<file path="src/rtl/sync_fifo_ctl.sv">
// Single-clock FIFO with fill level, threshold flags, sticky error flags, synchronous flush and registered read port.
// Define SYNC_FIFO_PARITY_EN to store an even-parity bit per word and raise parity_err on a mismatching read.
module sync_fifo_ctl #(
  parameter int DATA_WIDTH = 8,
  parameter int ADDR_WIDTH = 4,
  parameter int AF_THRESH  = (1 << ADDR_WIDTH) - 2,
  parameter int AE_THRESH  = 2
) (
  input  logic                  clk,
  input  logic                  rst,
  input  logic                  flush,
  input  logic                  wr_en,
  input  logic [DATA_WIDTH-1:0] wr_data,
  input  logic                  rd_en,
  output logic [DATA_WIDTH-1:0] rd_data,
  output logic                  rd_valid,
  output logic                  full,
  output logic                  empty,
  output logic                  almost_full,
  output logic                  almost_empty,
  output logic [ADDR_WIDTH:0]   level,
  output logic                  overflow,
  output logic                  underflow,
  input  logic                  err_clr,
  output logic                  parity_err
);

  localparam int DEPTH = 1 << ADDR_WIDTH;
  localparam logic [ADDR_WIDTH:0] DEPTH_LVL = (ADDR_WIDTH+1)'(DEPTH);
  localparam logic [ADDR_WIDTH:0] AF_LVL    = (ADDR_WIDTH+1)'(AF_THRESH);
  localparam logic [ADDR_WIDTH:0] AE_LVL    = (ADDR_WIDTH+1)'(AE_THRESH);

`ifdef SYNC_FIFO_PARITY_EN
  localparam int MEM_W = DATA_WIDTH + 1;
`else
  localparam int MEM_W = DATA_WIDTH;
`endif

  logic [MEM_W-1:0]      mem [DEPTH];
  logic [ADDR_WIDTH-1:0] wr_ptr;
  logic [ADDR_WIDTH-1:0] rd_ptr;
  logic [ADDR_WIDTH:0]   level_q;
  logic [MEM_W-1:0]      wr_word;
  logic [MEM_W-1:0]      rd_word;
  logic                  wr_acc;
  logic                  rd_acc;

  assign level        = level_q;
  assign full         = (level_q == DEPTH_LVL);
  assign empty        = (level_q == '0);
  assign almost_full  = (level_q >= AF_LVL);
  assign almost_empty = (level_q <= AE_LVL);

  // Flush swallows same-cycle requests, so they neither move data nor raise errors.
  assign wr_acc  = wr_en && !full && !flush;
  assign rd_acc  = rd_en && !empty && !flush;
  assign rd_word = mem[rd_ptr];

`ifdef SYNC_FIFO_PARITY_EN
  assign wr_word = {^wr_data, wr_data};
`else
  assign wr_word = wr_data;
`endif

  always_ff @(posedge clk) begin
    if (wr_acc) begin
      mem[wr_ptr] <= wr_word;
    end
  end

  always_ff @(posedge clk or posedge rst) begin
    if (rst) begin
      wr_ptr  <= '0;
      rd_ptr  <= '0;
      level_q <= '0;
    end else if (flush) begin
      wr_ptr  <= '0;
      rd_ptr  <= '0;
      level_q <= '0;
    end else begin
      if (wr_acc) wr_ptr <= wr_ptr + 1'b1;
      if (rd_acc) rd_ptr <= rd_ptr + 1'b1;
      case ({wr_acc, rd_acc})
        2'b10:   level_q <= level_q + 1'b1;
        2'b01:   level_q <= level_q - 1'b1;
        default: level_q <= level_q;
      endcase
    end
  end

  // rd_data keeps its last word whenever no read is accepted, including across a flush.
  always_ff @(posedge clk or posedge rst) begin
    if (rst) begin
      rd_data  <= '0;
      rd_valid <= 1'b0;
    end else begin
      rd_valid <= rd_acc;
      if (rd_acc) rd_data <= rd_word[DATA_WIDTH-1:0];
    end
  end

  // A new error in the same cycle as err_clr must win.
  always_ff @(posedge clk or posedge rst) begin
    if (rst) begin
      overflow  <= 1'b0;
      underflow <= 1'b0;
    end else begin
      if (wr_en && full && !flush) overflow <= 1'b1;
      else if (err_clr)            overflow <= 1'b0;
      if (rd_en && empty && !flush) underflow <= 1'b1;
      else if (err_clr)             underflow <= 1'b0;
    end
  end

`ifdef SYNC_FIFO_PARITY_EN
  logic par_bad;
  assign par_bad = rd_acc && ((^rd_word[DATA_WIDTH-1:0]) != rd_word[DATA_WIDTH]);

  always_ff @(posedge clk or posedge rst) begin
    if (rst)          parity_err <= 1'b0;
    else if (par_bad) parity_err <= 1'b1;
    else if (err_clr) parity_err <= 1'b0;
  end
`else
  assign parity_err = 1'b0;
`endif

endmodule

</file>
<file path="config.mk">
export PLATFORM = sky130hd
export DESIGN_NAME = sync_fifo_ctl
export DESIGN_NICKNAME = d
export VERILOG_FILES = /design/src/rtl/sync_fifo_ctl.sv
export SDC_FILE = /design/constraint.sdc
export NUM_CORES = 1
export LEC_CHECK = 0
export BUFFER_PORTS_ARGS = -buffer_cell sky130_fd_sc_hd__clkbuf_2
export CAP_MARGIN = 5
export CORE_UTILIZATION = 55
export DETAILED_ROUTE_END_ITERATION = 16
export PLACE_DENSITY = 0.83
export REMOVE_ABC_BUFFERS = 1
export SLEW_MARGIN = 20
export SYNTH_ARGS = -nofsm -noshare
export SYNTH_HDL_FRONTEND = slang
export SYNTH_SLANG_ARGS = --single-unit
</file>
<file path="constraint.sdc">
create_clock -name clk -period 4.08 [get_ports clk]
set_clock_uncertainty 0.05 [all_clocks]
set_input_delay 0.612 -clock clk [delete_from_list [all_inputs] [get_ports clk]]
set_output_delay 0.612 -clock clk [all_outputs]
set_load 0.005 [all_outputs]
</file>
# After elaboration in Yosys (flattened, before gate mapping)
# Memory sizes are Yosys's and may differ from the RTL's. A register that Yosys moved wholly into a read port is not among the register bits.
# Index checks and enable logic that the tools add are counted.
classes:
  n_addsub: 4
  n_lt_le_gt_ge: 2
  n_eq_ne: 3
  muxes: 11
  reduce_logical: 17
op_table:
  columns: ["cell", "n"]
  rows:
  - ["4-bit two-way mux", 4]
  - ["5-bit one-hot mux with 2 select lines", 1]
  - ["4-bit by 1-bit adder with 4-bit output (second input constant)", 2]
  - ["1-bit logical AND", 8]
  - ["2-bit nonzero test", 4]
  - ["5-bit by 1-bit adder with 5-bit output (second input constant)", 1]
  - ["5-bit equality test (second input constant)", 1]
  - ["5-bit by 4-bit >= comparator with 1-bit output (second input constant)", 1]
  - ["5-bit by 2-bit less-or-equal comparator with 1-bit output (second input constant)", 1]
  - ["5-bit logical NOT", 1]
  - ["1-bit two-way mux", 5]
  - ["5-bit two-way mux", 1]
  - ["5-bit by 1-bit subtractor with 5-bit output (second input constant)", 1]
  - ["1-bit logical NOT", 3]
  - ["3-bit nonzero test", 1]
  - ["2-bit by 1-bit equality test with 1-bit output (second input constant)", 1]
  - ["2-bit equality test (second input constant)", 1]
totals:
  reg_bits: 16
  ram_bits: 128
  in_bits: 14
  output_inout_bits: 21
  mem_count: 1
mem_list:
  columns: ["name", "depth", "word_bits", "rd", "rd_clocked_by_memory_dff", "wr", "line", "rtl"]
  rows:
  - ["mem", 16, 8, 1, 1, 1, "39", "logic [MEM_W-1:0] mem [DEPTH];"]

# Logic depth before layout (Yosys ltp)
# Gate-level depths: netlist of the first run.
depth:
  ltp_word: 7
  mapped_depth: 12
  depth_no_buf: 10

# Least setup slack after synthesis of the first run
# No wires, ideal clock.
synth_timing:
  path_type: "register -> register"
  start: "register level_q[1], in the netlist level[1]"
  end: "register level_q[4], in the netlist level[4]"
  setup_time_ns: 0.078
  t_arrival_ns: 2.977
  t_required_ns: 3.952
  slack_ns: 0.974
  stages_incl_launch_ff: 13
  path_buffers: 2
  period_less_slack_ns: 3.106
  path_cell_list: "dfrtp_1 -> buf_6 -> or4_4 -> buf_6 -> o21ai_4 -> nor2_1 -> xor2_1 -> ha_1 -> or3_2 -> a21oi_1 -> nor3_1 -> or4_1 -> a21oi_1"
synth_via:
  elab_chain_len: 7
  word_cells_on_any_way: 15
synth_rtl:
  columns: ["item", "line", "rtl"]
  rows:
  - ["start, declared", "42", "logic [ADDR_WIDTH:0] level_q;"]
  - ["start signal, assigned", "84", "2'b10: level_q <= level_q + 1'b1;"]
  - ["start signal, assigned", "85", "2'b01: level_q <= level_q - 1'b1;"]
  - ["start signal, assigned", "86", "default: level_q <= level_q;"]
  - ["5-bit equality test or 5-bit logical NOT (tied branches)", "49, 50", null]
  - ["1-bit logical NOT, on equally long branches", "55, 56", null]
  - ["1-bit logical AND, on equally long branches (2 in a row)", "55, 56", null]
  - ["2-bit by 1-bit equality test with 1-bit output or 2-bit equality test (tied branches)", "83", "case ({wr_acc, rd_acc})"]
  - ["5-bit one-hot mux with 2 select lines", "83", null]
  - ["5-bit two-way mux", "76", "end else if (flush) begin"]
# Parallel ways exist; a longest one is shown, timed or not.
# A chain may end at the register's enable or synchronous reset.

# Worst setup path after layout of the first run
layout_timing:
  start: "register level_q[2], in the netlist level[2]"
  end: "register level_q[4], in the netlist level[4]"
# Same word-level chain as after synthesis.

==> impl_metrics.yaml, run 1 <==
status:
  status: "finished, final reports clean"
place:
  io_buffers: 33
  dp_hpwl_um: 7620
  place_ws_ns: 0.735
  gp_congestion: 0.873
synth:
  syn_area_sq_um: 6270
  muxShareOfSynthArea_pct: 14.4
  ys_top_cells_by_area: "edfxtp_1, mux4_2, dfrtp_1"
  synth-simple-area-share_pct: 6.02
  yosysUniqueCellTypes: 47
  yosys.area.top_type_share_pct: 61.3
  synth_top_area_cell: "edfxtp_1"
  synth_compound_area_share_pct: 3.69
  synthXorXnorAreaFrac_pct: 0.977
  synth_edf_count: 128
  synth-seq-cells: 152
  synth_top_family_by_area: "multiplexers"
  synth-main-ff-cell: "edfxtp_1"
  ys_warn_count: 0
  syn_inst: 356
  seq_area_frac_synth_pct: 70.9
  async_flop_share_pct: 15.8
  synthAdderAreaFrac_pct: 1.56
  syn_area_per_cell_sq_um: 17.6
timing:
  setup_viol: 0
  period_share_pct: 81.8
  relSlewSlack_pct: 29.2
  final.setup.worst_slack_ns: 0.744
  worst_pin_slew_ns: 1.06
  hold_violations: 0
  rsz0062_at_grt: "false"
  fin_crit_ns: 3.34
  setup_tns_ns: 0
  fmax_mhz: 300
  hold_slack_ns: 0.338
  slew_viol_final: 0
detailed_routing:
  routed_wl_um: 12200
  drt_iter0_drc: 327
  dr.pass1.iters: 5
  vias_per_cell: 6.11
  wl_per_cell_um: 22.3
  antenna_left: 0
  drc: 0
  vias: 3340
critical_path:
  rr_endpoint: "level[4]$_DFFE_PP0P_"
  r2r-start: "level[2]$_DFFE_PP0P_"
  cp.arrival_ns: 3.63
  path_max_fanout: 12
  reg2reg_slack_ns: 0.74
  cp-start-kind: "flip-flop"
  cp-end-kind: "flip-flop"
  path_class: "flip-flop to flip-flop"
  crit_required_ns: 4.38
  reg2reg_depth: 10
finish:
  multi_input_area_sq_um: 1670
  seq_area_sq_um: 4450
  finalNetCount: 415
  diodes: 0
  syn2layout_area_growth_pct: 13.4
  n_fill_cell: 694
  layout_common_cells: "edfxtp_1, clkbuf_2, nor2_1, mux4_2, dfrtp_1"
  drive_gt1_share_pct: 28.0
  final_common_cell: "edfxtp_1"
cts:
  cts_setup_buffers: 0
  clockBufferDepth: 2
  cts_resized: 0
  h-tree-depth: 4
  clk_pin_slew_ns: 0.06
  cts_buffers: 17
  clock_latency_ns: 0.42
  ctsHoldBuffers: 0
  cts_tree: "done"
  clock-sinks: 152
  root_buffer: "clkbuf_16"
floorplan:
  start_util_pct: 57.1
  core_area_sq_um: 11000
  fp-row-count: 38
  die_w_um: 109
  io_pins: 35
  die_h_um: 109
  die_area_sq_um: 11800
global_route:
  grt_pass1_wl_um: 19000
  track_usage_pct: 23.3
  grt_max_degree: 26
  gr-total-overflow: 0
  antenna_found_initial: 0
  grt_pass1_vias: 3453
power:
  p_leak_nw: 2.42
  ir_drop_mv: 0.390
  power.density_nw_per_um2: 578
flow_run:
  cap_viol_max_count: 0
hold_path:
  hold_path_class: "input port to async pin"
## sequential cells by signal, indices dropped and copies added (netlist names)
register   cells
rd_ptr         4
mem          128
wr_ptr         4
rd_valid       1
rd_data        8
level          5
underflow      1
overflow       1
## through the flow
step | instance area (sq um) | utilization (%) | cells | power [mW]
after floorplan | 6150 | - | 335 | 2.40
after global placement | 6550 | 59.6 | 515 | 2.63
after detailed placement | 6550 | 59.6 | 515 | 2.66
after CTS | 7110 | 64.8 | 547 | 4.15
after global routing | 7110 | 64.8 | 547 | 4.30
final | 7110 | 64.8 | 547 | 4.11
## critical path, stage by stage, from the launching register on
cell	delay [ns]
dfrtp_1	0.51
or4_4	0.65
o21ai_4	0.21
nor2_1	0.12
xor2_1	0.19
ha_1	0.25
or3_2	0.42
a21oi_1	0.16
nor3_1	0.08
or4_1	0.49
a21oi_1	0.15
## power breakdown
part / switching [mW] / internal (mW) / leakage (nW)
Combinational: 0.350 / 0.367 / 0.685
Clock: 0.672 / 0.808 / 0.277
Sequential: 0.145 / 1.77 / 1.46
## kinds of logic (layout without fill, tap and decap cells)
family / count (synthesis) / in the layout
flip-flops: 152 / 152
AND/OR/NAND/NOR: 78 / 78
multiplexers: 50 / 50
AO/OA/AOI/OAI: 30 / 30
buffers and inverters: 30 / 81
adder cells (fa/ha/maj): 8 / 8
XOR/XNOR: 7 / 7
other: 1 / 1
## metal layers
metal	global-route usage (%)	share of wire, %	up-vias	wire length [um]
li1	-	-	1478	-
met1	29.7	40	1705	4830
met2	37.7	52	137	6300
met3	6.99	6.7	20	819
met4	9.56	1.9	0	235
met5	0	0	-	0
## final cells by class
class	count	share of cell area (%)
multi-input combinational	174	23.5
tap	140	2.46
sequential	152	62.5
inverter	9	0.475
clock buffer	18	6.03
clock inverter	14	1.93
timing repair buffer	40	3.06
## synthesized netlist by cell type (2+ instances only)
library cell	count
ha_1	7
nor4_1	2
o22ai_1	2
nor3_1	6
mux4_2	32
inv_1	8
nor2_1	32
buf_6	4
nand2_1	16
o21ai_0	2
or2_2	2
nor2b_1	2
clkbuf_1	9
a21oi_1	7
a2111oi_0	2
buf_1	2
mux2i_1	18
nand3_1	4
dfrtp_1	24
buf_4	2
edfxtp_1	128
nand2b_1	4
buf_2	4
xor2_1	6
a221oi_1	9
## worst max path at each step
stage / startpoint / end / depth (start not counted)
CTS: level[2]$_DFFE_PP0P_ / level[4]$_DFFE_PP0P_ / 10
detailed placement: wr_en / level[4]$_DFFE_PP0P_ / 11
global route: level[2]$_DFFE_PP0P_ / level[4]$_DFFE_PP0P_ / 10
floorplan: level[2]$_DFFE_PP0P_ / level[4]$_DFFE_PP0P_ / 10
global placement: wr_en / level[4]$_DFFE_PP0P_ / 11
finish: level[2]$_DFFE_PP0P_ / level[4]$_DFFE_PP0P_ / 10
Power figures use the tool's default switching activity.
==> run 2, diff against run 1 <==
--- a/config.mk
+++ b/config.mk
@@ -5,6 +5,7 @@
 export SDC_FILE = /design/constraint.sdc
 export NUM_CORES = 1
 export LEC_CHECK = 0
+export ABC_AREA = 1
 export BUFFER_PORTS_ARGS = -buffer_cell sky130_fd_sc_hd__clkbuf_2
 export CAP_MARGIN = 5
 export CORE_UTILIZATION = 55
==> constraint.sdc (replaced) <==
create_clock -name clk -period 3.4 [get_ports clk]
set_clock_uncertainty 0.05 [all_clocks]
set_input_delay 0.51 -clock clk [delete_from_list [all_inputs] [get_ports clk]]
set_output_delay 0.51 -clock clk [all_outputs]
set_load 0.005 [all_outputs]
==> run 2 against run 1 <==
  * Clock power up 29%
  * Die area up 1.9%
  * Highest routed layer unchanged
  * Critical endpoint is now mem[0][6]$_DFFE_PP_
  * Clock-buffer cell count unchanged
  * Cell count up 33%
  * Wire length up 19%
  * Flip-flop and latch count unchanged
  * Synthesized area up 2.0%
  * Final area up 1.4%
==> impl_metrics.yaml, run 2 <==
cts:
  h-tree-depth: 4
  cts_tree: "done"
  clock_latency_ns: 0.42
  clockBufferDepth: 2
  cts_buffers: 17
  cts_setup_buffers: 0
  root_buffer: "clkbuf_16"
  cts_resized: 0
  clock-sinks: 152
  ctsHoldBuffers: 0
  clk_pin_slew_ns: 0.06
power:
  p_leak_nw: 2.60
  ir_drop_mv: 0.369
  power.total_mw: 5.44
  power.density_nw_per_um2: 754
floorplan:
  io_pins: 35
  core_area_sq_um: 11400
  die_w_um: 110
  die_h_um: 110
  die_area_sq_um: 12100
  start_util_pct: 56.2
  fp-row-count: 39
detailed_routing:
  vias_per_cell: 6.02
  antenna_left: 0
  routed_wl_um: 14500
  vias: 4385
  drt_iter0_drc: 575
  drc: 0
  wl_per_cell_um: 19.9
  dr.pass1.iters: 5
critical_path:
  reg2reg_slack_ns: 1.16
  crit_required_ns: 3.41
  path_max_fanout: 8
  startpoint: "level[0]$_DFFE_PP0P_"
  path_class: "flip-flop to flip-flop"
  cp-start-kind: "flip-flop"
  rr_endpoint: "mem[0][6]$_DFFE_PP_"
  cp-end-kind: "flip-flop"
  r2r-start: "level[0]$_DFFE_PP0P_"
  cp.arrival_ns: 2.25
  reg2reg_depth: 6
synth:
  syn_area_per_cell_sq_um: 11.7
  ys_top_cells_by_area: "edfxtp_1, dfrtp_1, nor2_1"
  ys_warn_count: 0
  synth_top_area_cell: "edfxtp_1"
  syn_area_sq_um: 6390
  seq_area_frac_synth_pct: 69.5
  synthTopCellsByCount: "edfxtp_1, nor2_1, o21ai_0"
  synth_edf_count: 128
  yosysUniqueCellTypes: 31
  synth-main-ff-cell: "edfxtp_1"
  async_flop_share_pct: 15.8
  yosys.area.top_type_share_pct: 60.1
  synth.most_common_cell: "edfxtp_1"
  syn_inst: 545
  synth-seq-cells: 152
timing:
  slew_viol_final: 0
  fmax_mhz: 446
  relSlewSlack_pct: 27.8
  setup_viol: 0
  fin_crit_ns: 2.24
  hold_violations: 0
  worst_pin_slew_ns: 1.08
  period_share_pct: 66.0
  rsz0062_at_grt: "false"
  setup_tns_ns: 0
flow_run:
  cap_viol_max_count: 0
place:
  dp_hpwl_um: 8920
  io_buffers: 33
  dpl_cell_area_sq_um: 6610
  gp_congestion: 0.926
finish:
  regMostFlops: "mem"
  finalNetCount: 593
  final_util_pct: 63.5
  layout_common_cells: "edfxtp_1, nor2_1, o21ai_0"
  largest_reg_flops: 128
  drive_gt1_share_pct: 14.4
  fin_area_sq_um: 7220
  syn2layout_area_growth_pct: 12.8
  diodes: 0
  final_common_cell: "edfxtp_1"
global_route:
  track_usage_pct: 25.8
  grt_pass1_wl_um: 22000
  antenna_found_initial: 0
  grt_max_degree: 68
  grt_pass1_vias: 4194
  gr-total-overflow: 0
hold_path:
  hold_path_class: "input port to async pin"
status:
  status: "finished, final reports clean"
-- run 2: per-stage QoR --
stage          setup slack, ns  instances  hold WS (ns)
2_1_floorplan            0.507        517         0.467
3_3_place_gp              1.10        696         0.462
3_5_place_dp              1.01        696         0.476
4_1_cts                   1.17        728         0.233
5_1_grt                   1.02        728         0.164
6_report                  1.16        728        0.0983
-- run 2: per-layer routing --
layer  routed length, um  up-vias  GRT usage, %
li1                    -     1984             -
met3                1430       28          6.52
met4                 323        0          11.5
met1                5640     2074          33.5
met2                7080      299          41.1
met5                   0        -             0
-- run 2: final cells by class --
class,count,area [sq um]
Clock inverter,14,174
Tap cell,143,179
Sequential cell,152,4450
Fill cell,805,4150
Multi-Input combinational cell,336,1690
Timing Repair Buffer,36,188
Clock buffer,18,429
Inverter,29,111
-- run 2: critical path, cell delays in order (launching register included) --
cell	delay [ns]
dfrtp_1	0.50
nor2_2	0.10
nand3_2	0.14
nand2_4	0.10
inv_1	0.18
nand2_1	0.25
nor2_1	0.55
-- run 2: cells by family after synthesis --
group / count (synthesis) / share of synthesized area (%)
AO/OA/AOI/OAI: 134 / 12.0
buffers and inverters: 57 / 4.11
flip-flops: 152 / 69.5
adder cells (fa/ha/maj): 7 / 1.37
AND/OR/NAND/NOR: 193 / 12.9
XOR/XNOR: 1 / 0.137
other: 1 / 0.0586
-- run 2: power by group --
| group | switching [mW] | internal [mW] |
|---|---|---|
| clock | 0.749 | 1.16 |
| combinational | 0.783 | 0.401 |
| sequential | 0.211 | 2.14 |
-- run 2: worst max path at each step --
stage	end	depth (start not counted)
2_1_floorplan	rd_data[1]$_DFFE_PP0P_	5
4_1_cts	mem[0][1]$_DFFE_PP_	6
5_1_grt	mem[12][3]$_DFFE_PP_	6
6_report	mem[0][6]$_DFFE_PP_	6
3_3_place_gp	mem[0][2]$_DFFE_PP_	7
3_5_place_dp	mem[12][0]$_DFFE_PP_	7
